**config.mk**
```make
export PLATFORM = sky130hd
export DESIGN_NAME = imm_encoder
export DESIGN_NICKNAME = d
export VERILOG_FILES = /design/src/rtl/rv32i_pkg.sv /design/src/rtl/imm_fmt_pack.sv /design/src/rtl/imm_encoder.sv
export SDC_FILE = /design/constraint.sdc
export NUM_CORES = 1
export LEC_CHECK = 0
export BUFFER_PORTS_ARGS = -buffer_cell sky130_fd_sc_hd__clkbuf_2
export CAP_MARGIN = 20
export CORE_ASPECT_RATIO = 1.75
export CORE_UTILIZATION = 45
export CTS_BUF_LIST = sky130_fd_sc_hd__clkbuf_8
export CTS_CLUSTER_SIZE = 30
export DETAILED_ROUTE_END_ITERATION = 10
export PLACE_DENSITY_LB_ADDON = 0.25
export SLEW_MARGIN = 5
export SYNTH_ARGS = -nofsm -noshare
export SYNTH_HDL_FRONTEND = slang
export SYNTH_HIERARCHICAL = 1
export SYNTH_SLANG_ARGS = --single-unit
```
**constraint.sdc**
```tcl
create_clock -name clk -period 6.2 [get_ports clk]
set_input_delay 1.24 -clock clk [delete_from_list [all_inputs] [get_ports clk]]
set_output_delay 1.24 -clock clk [all_outputs]
set_load 0.02 [all_outputs]
```
**src/rtl/rv32i_pkg.sv**
```systemverilog
`timescale 1ns/1ps
`default_nettype none
// ============================================================================
// Module   : rv32i_pkg
// Purpose  : Shared RV32I definitions for the immediate encode/decode path:
//            immediate-type codes (same encoding as signextnd), opcode
//            constants, the buffered encoder result record and a helper that
//            tests whether the upper bits of a word are a pure sign run.
// Ports    : none (package)
// Revision : 1.0 - initial release
// ============================================================================
package rv32i_pkg;

  // Immediate format selector, shared with the decode-side signextnd.
  typedef enum logic [2:0] {
    IMM_I = 3'b000,
    IMM_S = 3'b001,
    IMM_B = 3'b010,
    IMM_J = 3'b011,
    IMM_U = 3'b100
  } imm_type_e;

  // Base opcodes that carry an immediate.
  localparam logic [6:0] OPC_LOAD   = 7'h03;
  localparam logic [6:0] OPC_OP_IMM = 7'h13;
  localparam logic [6:0] OPC_AUIPC  = 7'h17;
  localparam logic [6:0] OPC_STORE  = 7'h23;
  localparam logic [6:0] OPC_LUI    = 7'h37;
  localparam logic [6:0] OPC_BRANCH = 7'h63;
  localparam logic [6:0] OPC_JALR   = 7'h67;
  localparam logic [6:0] OPC_JAL    = 7'h6F;

  // Output buffer geometry.
  localparam int unsigned ENC_FIFO_DEPTH = 2;
  localparam int unsigned ERR_CNT_W      = 8;

  // Masks covering the bits that must all equal the sign bit for the value
  // to be representable in each signed format.
  localparam logic [31:0] SIGN_MASK_IS = 32'hFFFF_F800; // 12-bit signed
  localparam logic [31:0] SIGN_MASK_B  = 32'hFFFF_F000; // 13-bit signed
  localparam logic [31:0] SIGN_MASK_J  = 32'hFFF0_0000; // 21-bit signed

  // One buffered encoder result.
  typedef struct packed {
    logic [31:0] instr;
    logic        err;
  } enc_word_t;

  // True when every bit selected by mask is 0, or every one is 1.
  function automatic logic sign_run_ok(input logic [31:0] value,
                                       input logic [31:0] mask);
    logic [31:0] sel;
    sel = value & mask;
    return (sel == 32'h0) || (sel == mask);
  endfunction

endpackage : rv32i_pkg
`default_nettype wire

```
**src/rtl/imm_fmt_pack.sv**
```systemverilog
`timescale 1ns/1ps
`default_nettype none
// ============================================================================
// Module   : imm_fmt_pack
// Purpose  : Purely combinational RV32I instruction assembler. Scatters the
//            immediate into the bit positions of the selected format, merges
//            the register/function fields and flags values that the format
//            cannot represent.
// Ports    : in_imm       32  immediate (two's complement / upper value)
//            in_imm_type   3  format code (I,S,B,J,U; others invalid)
//            in_opcode     7  instr[6:0]
//            in_rd/rs1/rs2 5  register fields
//            in_funct3     3  instr[14:12]
//            out_instr    32  assembled word (zero for an invalid type)
//            out_err       1  immediate out of range or type invalid
// Revision : 1.0 - initial release
// ============================================================================
module imm_fmt_pack
  import rv32i_pkg::*;
(
  input  logic [31:0] in_imm,
  input  logic [2:0]  in_imm_type,
  input  logic [6:0]  in_opcode,
  input  logic [4:0]  in_rd,
  input  logic [4:0]  in_rs1,
  input  logic [4:0]  in_rs2,
  input  logic [2:0]  in_funct3,
  output logic [31:0] out_instr,
  output logic        out_err
);

  imm_type_e imm_type;
  assign imm_type = imm_type_e'(in_imm_type);

  // Even when the range check fails the word is still built from the
  // truncated bits, so a consumer can inspect what would have been emitted.
  always_comb begin
    out_instr = 32'h0;
    out_err   = 1'b1;
    case (imm_type)
      IMM_I: begin
        out_instr = {in_imm[11:0], in_rs1, in_funct3, in_rd, in_opcode};
        out_err   = !sign_run_ok(in_imm, SIGN_MASK_IS);
      end
      IMM_S: begin
        out_instr = {in_imm[11:5], in_rs2, in_rs1, in_funct3, in_imm[4:0], in_opcode};
        out_err   = !sign_run_ok(in_imm, SIGN_MASK_IS);
      end
      IMM_B: begin
        out_instr = {in_imm[12], in_imm[10:5], in_rs2, in_rs1, in_funct3,
                     in_imm[4:1], in_imm[11], in_opcode};
        // Branch offsets are halfword aligned; bit 0 is not encodable.
        out_err   = in_imm[0] || !sign_run_ok(in_imm, SIGN_MASK_B);
      end
      IMM_J: begin
        out_instr = {in_imm[20], in_imm[10:1], in_imm[11], in_imm[19:12],
                     in_rd, in_opcode};
        out_err   = in_imm[0] || !sign_run_ok(in_imm, SIGN_MASK_J);
      end
      IMM_U: begin
        out_instr = {in_imm[31:12], in_rd, in_opcode};
        // The low 12 bits have no home in a U word and must be clear.
        out_err   = (in_imm[11:0] != 12'h0);
      end
      default: begin
        out_instr = 32'h0;
        out_err   = 1'b1;
      end
    endcase
  end

endmodule : imm_fmt_pack
`default_nettype wire

```
**src/rtl/imm_encoder.sv**
```systemverilog
`timescale 1ns/1ps
`default_nettype none
// ============================================================================
// Module   : imm_encoder
// Purpose  : Assembles complete RV32I words from immediate + fields, buffers
//            them in a 2-entry FIFO with valid/ready on both sides and keeps a
//            saturating count of accepted erroneous requests.
// Ports    : clk, rst            clock, synchronous active-high reset
//            in_valid/in_ready   request handshake
//            in_imm[31:0], in_imm_type[2:0], in_opcode[6:0],
//            in_rd/in_rs1/in_rs2[4:0], in_funct3[2:0]   request fields
//            out_valid/out_ready result handshake
//            out_instr[31:0]     head word (zero while empty)
//            out_err             head entry failed range/type check
//            err_count[7:0]      saturating error counter
// Revision : 1.0 - initial release
// ============================================================================
module imm_encoder
  import rv32i_pkg::*;
(
  input  logic        clk,
  input  logic        rst,
  input  logic        in_valid,
  output logic        in_ready,
  input  logic [31:0] in_imm,
  input  logic [2:0]  in_imm_type,
  input  logic [6:0]  in_opcode,
  input  logic [4:0]  in_rd,
  input  logic [4:0]  in_rs1,
  input  logic [4:0]  in_rs2,
  input  logic [2:0]  in_funct3,
  output logic        out_valid,
  input  logic        out_ready,
  output logic [31:0] out_instr,
  output logic        out_err,
  output logic [ERR_CNT_W-1:0] err_count
);

  localparam logic [1:0]           CNT_FULL = 2'(ENC_FIFO_DEPTH);
  localparam logic [ERR_CNT_W-1:0] ERR_MAX  = {ERR_CNT_W{1'b1}};

  // --------------------------------------------------------------------------
  // Encoder
  // --------------------------------------------------------------------------
  logic [31:0] pack_instr;
  logic        pack_err;

  imm_fmt_pack u_pack (
    .in_imm      (in_imm),
    .in_imm_type (in_imm_type),
    .in_opcode   (in_opcode),
    .in_rd       (in_rd),
    .in_rs1      (in_rs1),
    .in_rs2      (in_rs2),
    .in_funct3   (in_funct3),
    .out_instr   (pack_instr),
    .out_err     (pack_err)
  );

  // --------------------------------------------------------------------------
  // FIFO state
  // --------------------------------------------------------------------------
  enc_word_t            mem_q [ENC_FIFO_DEPTH];
  enc_word_t            mem_d [ENC_FIFO_DEPTH];
  logic [1:0]           count_q, count_d;
  logic                 wr_ptr_q, wr_ptr_d;
  logic                 rd_ptr_q, rd_ptr_d;
  logic [ERR_CNT_W-1:0] err_count_q, err_count_d;

  logic      push;
  logic      pop;
  enc_word_t head;

  // in_ready comes from registered occupancy only, so a full FIFO refuses a
  // push even in a cycle where the head is popped.
  assign in_ready  = (count_q != CNT_FULL);
  assign out_valid = (count_q != 2'd0);
  assign push      = in_valid && in_ready;
  assign pop       = out_valid && out_ready;

  assign head      = mem_q[rd_ptr_q];
  assign out_instr = out_valid ? head.instr : 32'h0;
  assign out_err   = out_valid ? head.err   : 1'b0;
  assign err_count = err_count_q;

  always_comb begin
    mem_d       = mem_q;
    wr_ptr_d    = wr_ptr_q;
    rd_ptr_d    = rd_ptr_q;
    count_d     = count_q;
    err_count_d = err_count_q;

    if (push) begin
      mem_d[wr_ptr_q] = '{instr: pack_instr, err: pack_err};
      wr_ptr_d        = ~wr_ptr_q;
      if (pack_err && (err_count_q != ERR_MAX)) begin
        err_count_d = err_count_q + 1'b1;
      end
    end

    if (pop) begin
      rd_ptr_d = ~rd_ptr_q;
    end

    case ({push, pop})
      2'b10:   count_d = count_q + 2'd1;
      2'b01:   count_d = count_q - 2'd1;
      default: count_d = count_q;
    endcase
  end

  always_ff @(posedge clk) begin
    if (rst) begin
      mem_q[0]    <= '0;
      mem_q[1]    <= '0;
      count_q     <= 2'd0;
      wr_ptr_q    <= 1'b0;
      rd_ptr_q    <= 1'b0;
      err_count_q <= '0;
    end else begin
      mem_q       <= mem_d;
      count_q     <= count_d;
      wr_ptr_q    <= wr_ptr_d;
      rd_ptr_q    <= rd_ptr_d;
      err_count_q <= err_count_d;
    end
  end

endmodule : imm_encoder
`default_nettype wire
```
**Word-level counts from Yosys, hierarchy flattened**

Index checks and enable logic that the tools add are counted.
Widths: inputs -> output; s select.

- Register bits after elaboration: 78
- Word-level logic and storage cells: 61
- Input bits: 64

- Bitwise gates (word level): 4
- $add $sub $neg: 3
- Order comparisons: 3
- Muxes and demuxes: 11
- Reduce and logical (&&, ||, !) cells: 21
- Equality and inequality tests: 11

Operators with widths:

| cell | number |
|---|---|
| $pmux 32 s5 | 1 |
| $mux 33 | 4 |
| $logic_not 32->1 | 3 |
| $bwmux 66 | 1 |
| $demux 33 s1 | 1 |
| $mux 32 | 1 |
| $eq 21x21->1 const B | 1 |
| $eq 20x20->1 const B | 1 |
| $eq 12x12->1 const B | 1 |
| $reduce_bool 12->1 | 1 |
| $add 8x1->8 const B | 1 |
| $ne 8x8->1 const B | 1 |
| $eq 3x2->1 const B | 2 |
| $logic_or 1x1->1 | 5 |
| $ge 2x2->1 const B | 2 |
| $logic_and 1x1->1 | 4 |
| $not 1->2 | 2 |
| $pmux 1 s4 | 1 |
| $pmux 2 s2 | 1 |
| $reduce_bool 2->1 | 2 |
| $eq 3x1->1 const B | 1 |
| $eq 3x3->1 const B | 1 |
| $logic_not 1->1 | 3 |
| $logic_not 3->1 | 1 |
| other kinds (10) | 11 |

**Logic depth before layout (Yosys ltp)**

- Depth after elaboration: 7
- Mapped depth: 9
- Depth with buffers taken out: 7

**Hierarchy**

The synthesis kept the hierarchy.

Modules (own cells, without submodules):

| module | cells an instance | sequential area each (um^2) | area an instance (um^2) | times used |
|---|---|---|---|---|
| imm_encoder | 426 | 1,561.5 | 3,320.7 | 1 |
| imm_fmt_pack | 134 | 0.0 | 932.1 | 1 |

**Worst setup path after synthesis**

OpenSTA, ideal clock, no wires.

- Kind: input-to-reg
- Start: in in_imm_type[2]
- End: reg err_count_q[4], in the netlist err_count[4]
- Arrival: 2.964 ns
- Cell stages on the path: 9
- Setup slack: 3.166 ns
- Cells stage by stage: buf_4 -> inv_2 -> nor3_2 -> and4_1 -> o32ai_1 -> o2111ai_4 -> buf_6 -> or3_1 -> a21oi_1

- Word-level cells in the longest chain between the ends: 5

RTL lines:

| what | line | RTL |
|---|---|---|
| start, declared | imm_encoder.sv:26 | `input logic [2:0] in_imm_type,` |
| $eq 3x1->1 or $logic_not 3->1 (tied branches) | imm_fmt_pack.sv:40 | `case (imm_type)` |
| $reduce_or 2->1 (no source line) | - |  |
| $pmux 1 s4 * | imm_fmt_pack.sv:40 |  |
| named net pack_err | imm_encoder.sv:46 | `logic pack_err;` |
| $logic_and 1x1->1 * | imm_encoder.sv:96 | `if (pack_err && (err_count_q != ERR_MAX)) begin` |
| $reduce_and 2->1 (no source line) * | - |  |
| end signal, assigned | imm_encoder.sv:125 | `err_count_q <= err_count_d;` |
| end, declared | imm_encoder.sv:68 | `logic [ERR_CNT_W-1:0] err_count_q, err_count_d;` |

The timed path passes the listed nets; every way through them passes the cells marked *.
A chain may end at the register's enable or synchronous reset.

**Worst setup path in the final report**

- Start: in in_imm_type[2]
- End: reg err_count_q[7], in the netlist err_count[7]

The elaborated chain is that of the path after synthesis.

==> metrics.cfg <==
[outcome]
status = completed

[critical_path]
critPathMaxStageDelay_ns = 0.67
r2r_start = count_q[0]$_SDFFE_PP0P_
crit_path_start = in_imm_type[2]
crit_fanout = 22
crit_buf_inv = 2
cp_top_family = compound AO/OA/AOI/OAI gates
critPathKind = primary input to flip-flop
worstPathArrival_ns = 4.02
cp-start-kind = primary input
end_kind = flip-flop
path_cells = clkbuf_2 -> inv_2 -> nor3_2 -> and4_1 -> o32ai_1 -> o2111ai_4 -> or4_1 -> a21oi_1
cpMaxStageDelayCell = o32ai_1
required_ns = 6.47

[sta]
hold_violations = 0
fin_crit_ns = 3.744
min_period_over_period_pct = 60.39
max_slew_margin_pct = 46.17
worstMarginPinSlew_ns = 0.8075
maxSlewViolCount = 0
finalSetupViolCount = 0
fmax_mhz = 267.1
fin_skew_ns = 0.007147
rsz0062_at_grt = no
tns_ns = 0

[synth]
ys_seq_elements = 78
yosys.area.top_type_share_pct = 36.72
synth.distinct_cells = 47
syn-mean-instance-area_sq_um = 7.594
synth-main-ff-cell = dfxtp_1
synthTopCellsByCount = nand2_1 (144), a21oi_1 (90), dfxtp_1 (78), mux2i_1 (46), nor2_1 (43)
synth.area.top_cells = dfxtp_1 (37%), nand2_1 (13%), mux2i_1 (11%)
synth_enable_flop_cells = 0
ys_warn_count = 6
yosysMostFrequentCell = nand2_1
synth_cells = 560
syn_nets = 626
synthesis.area_sq_mm = 0.004253
ys_async_sr_fraction_pct = 0
synth_seq_area_share_pct = 36.72
yosys.area.top_type = dfxtp_1

[global_route]
use_met1_pct = 28.12
grt_use_met2_pct = 43.17
met3_usage_pct = 3.528
grt_overflow_total = 0
grt_pass1_wl_um = 18630
grt_pass1_vias = 3916
busiest_layer = met2
grt_antenna_before_repair = 0
grt_max_degree = 79
gr-usage-all-layers_pct = 24.92

[cts]
clock-sinks = 78
cts_inserted_buffers = 9
clock_latency_ns = 0.34
clkTransAtPathRegs_ns = 0.08
cts_max_path_buffers = 2
post_cts_buffers = 0
cts_tree = done
cts.htree.levels = 3
ctsRootBufferMaster = clkbuf_8
post_cts_resized = 0
hold_buffers = 0

[layout]
fillCellCount = 948
finish.utilization_pct = 54.73
drive_gt1_share_pct = 21.74
syn2layout_area_growth_pct = 17.03
nets = 706
n_antenna_cell = 0
final_cells = 764

[place]
io_buffer_count = 106
dpl.hpwl_um = 8216
dp_cells = 748
gp_congestion = 0.8777

[power_and_ir_drop]
leakage_nw = 1.904
powerDensity_mw_per_mm2 = 301.4
finalPower_mw = 1.500
peakVddDrop_v = 0.0001823

[worst_hold_path]
hold_path_startpoint = mem_q[13]$_SDFFE_PP0P_
hp-class = flip-flop to flip-flop

[detailed_routing]
vias = 4230
drtAntennaViolNets = 0
wl_um = 11770
remaining_drc_errors = 0
via_per_inst = 5.537
wl_per_cell_um = 15.41
drtPass1Iterations = 5
drtIter0Drc = 258

[floorplan]
core_sq_mm = 0.009094
std_cell_rows = 46
io_pins = 107
dieArea_sq_mm = 0.009858
die_h_um = 130.6
start_util_pct = 46.77
fp.dieW_um = 75.49

[run]
drv_cap = 0

flip-flops by register name (all words and copies together), names as in the netlist:
| register | flops |
|---|---|
| err_count | 8 |
| mem_q | 66 |
| wr_ptr_q | 1 |
| rd_ptr_q | 1 |
| count_q | 2 |
metal layers:
metal | wire [um] | up-vias | part of all wire (%)
met5 | 0 | - | 0
met4 | 586 | 0 | 5.0
met3 | 507 | 39 | 4.3
met2 | 5963 | 149 | 51
met1 | 4714 | 1955 | 40
li1 | - | 2087 | -
stage by stage:
step / setup slack (ns) / hold WS (ns) / area (sq um)
floorplan: 3.166 / 0.4357 / 4253
global placement: 2.250 / 0.4410 / 4750
detailed placement: 2.136 / 0.4456 / 4750
CTS: 2.497 / 0.4557 / 4957
global route: 2.309 / 0.4726 / 4977
finish: 2.456 / 0.4545 / 4977
worst reg2reg max path, stage by stage, from the launching register on:
cell	delay (ns)
dfxtp_1	0.36
nor2_2	0.34
inv_1	0.10
and2_1	0.21
ha_1	0.33
or3_1	0.36
a21oi_1	0.14
placed cells by master, fill, tap and decap left out, types with 2 or more instances in the layout:
| master | count |
|---|---|
| inv_1 | 3 |
| and2_1 | 9 |
| a31oi_1 | 2 |
| dfxtp_1 | 77 |
| o22ai_1 | 8 |
| a22oi_1 | 8 |
| or3_1 | 4 |
| nor2b_1 | 9 |
| a22o_1 | 10 |
| nor2_1 | 42 |
| clkbuf_2 | 106 |
| nand3_1 | 6 |
| nand4_1 | 6 |
| nor2_2 | 2 |
| clkbuf_8 | 12 |
| xnor2_1 | 2 |
| buf_4 | 6 |
| ha_1 | 2 |
| o21ai_1 | 4 |
| xor2_1 | 2 |
| or4_1 | 3 |
| nor4_2 | 3 |
| o31ai_1 | 4 |
| a21oi_1 | 90 |
| mux2i_1 | 46 |
| o21ai_0 | 6 |
| nand2_1 | 144 |
| nor4_1 | 6 |
logic make-up (layout without fill, tap and decap cells):
group | Yosys count | after routing | share of synthesized area [%]
buffers and inverters | 48 | 132 | 5.825
adders and majority gates | 2 | 2 | 0.5883
DFF | 78 | 78 | 36.72
and+or+nand+nor | 242 | 242 | 25.18
AOI/OAI and AO/OA | 139 | 139 | 19.39
xor gates and xnor gates | 5 | 5 | 1.471
muxes | 46 | 46 | 10.83
final cells by class:
class                           instances  area, sq um  area share (%)
Multi-Input combinational cell        434         2446           49.15
Tap cell                              120        150.1           3.017
Clock inverter                          3        42.54          0.8547
Clock buffer                           12        165.2           3.318
Timing Repair Buffer                  113        595.6           11.97
Inverter                                4        15.01          0.3017
Sequential cell                        78         1563           31.40
path summary, 6_finish.rpt:
check | endpoint | cells past startpoint | slack (ns)
hold / removal | mem_q[13]$_SDFFE_PP0P_ | 2 | 0.45
setup / recovery | err_count[7]$_SDFFE_PP0P_ | 8 | 2.46
hold reg to reg | mem_q[13]$_SDFFE_PP0P_ | 2 | 0.45
setup reg to reg | count_q[1]$_SDFFE_PP0P_ | 6 | 4.30
power breakdown:
part | internal, mW | switching (mW) | leakage (nW)
sequential | 0.549 | 0.0393 | 0.635
clock | 0.216 | 0.178 | 0.104
combinational | 0.180 | 0.338 | 1.16
total | 0.945 | 0.555 | 1.90
Note: power is estimated with default switching activity, not from simulation.
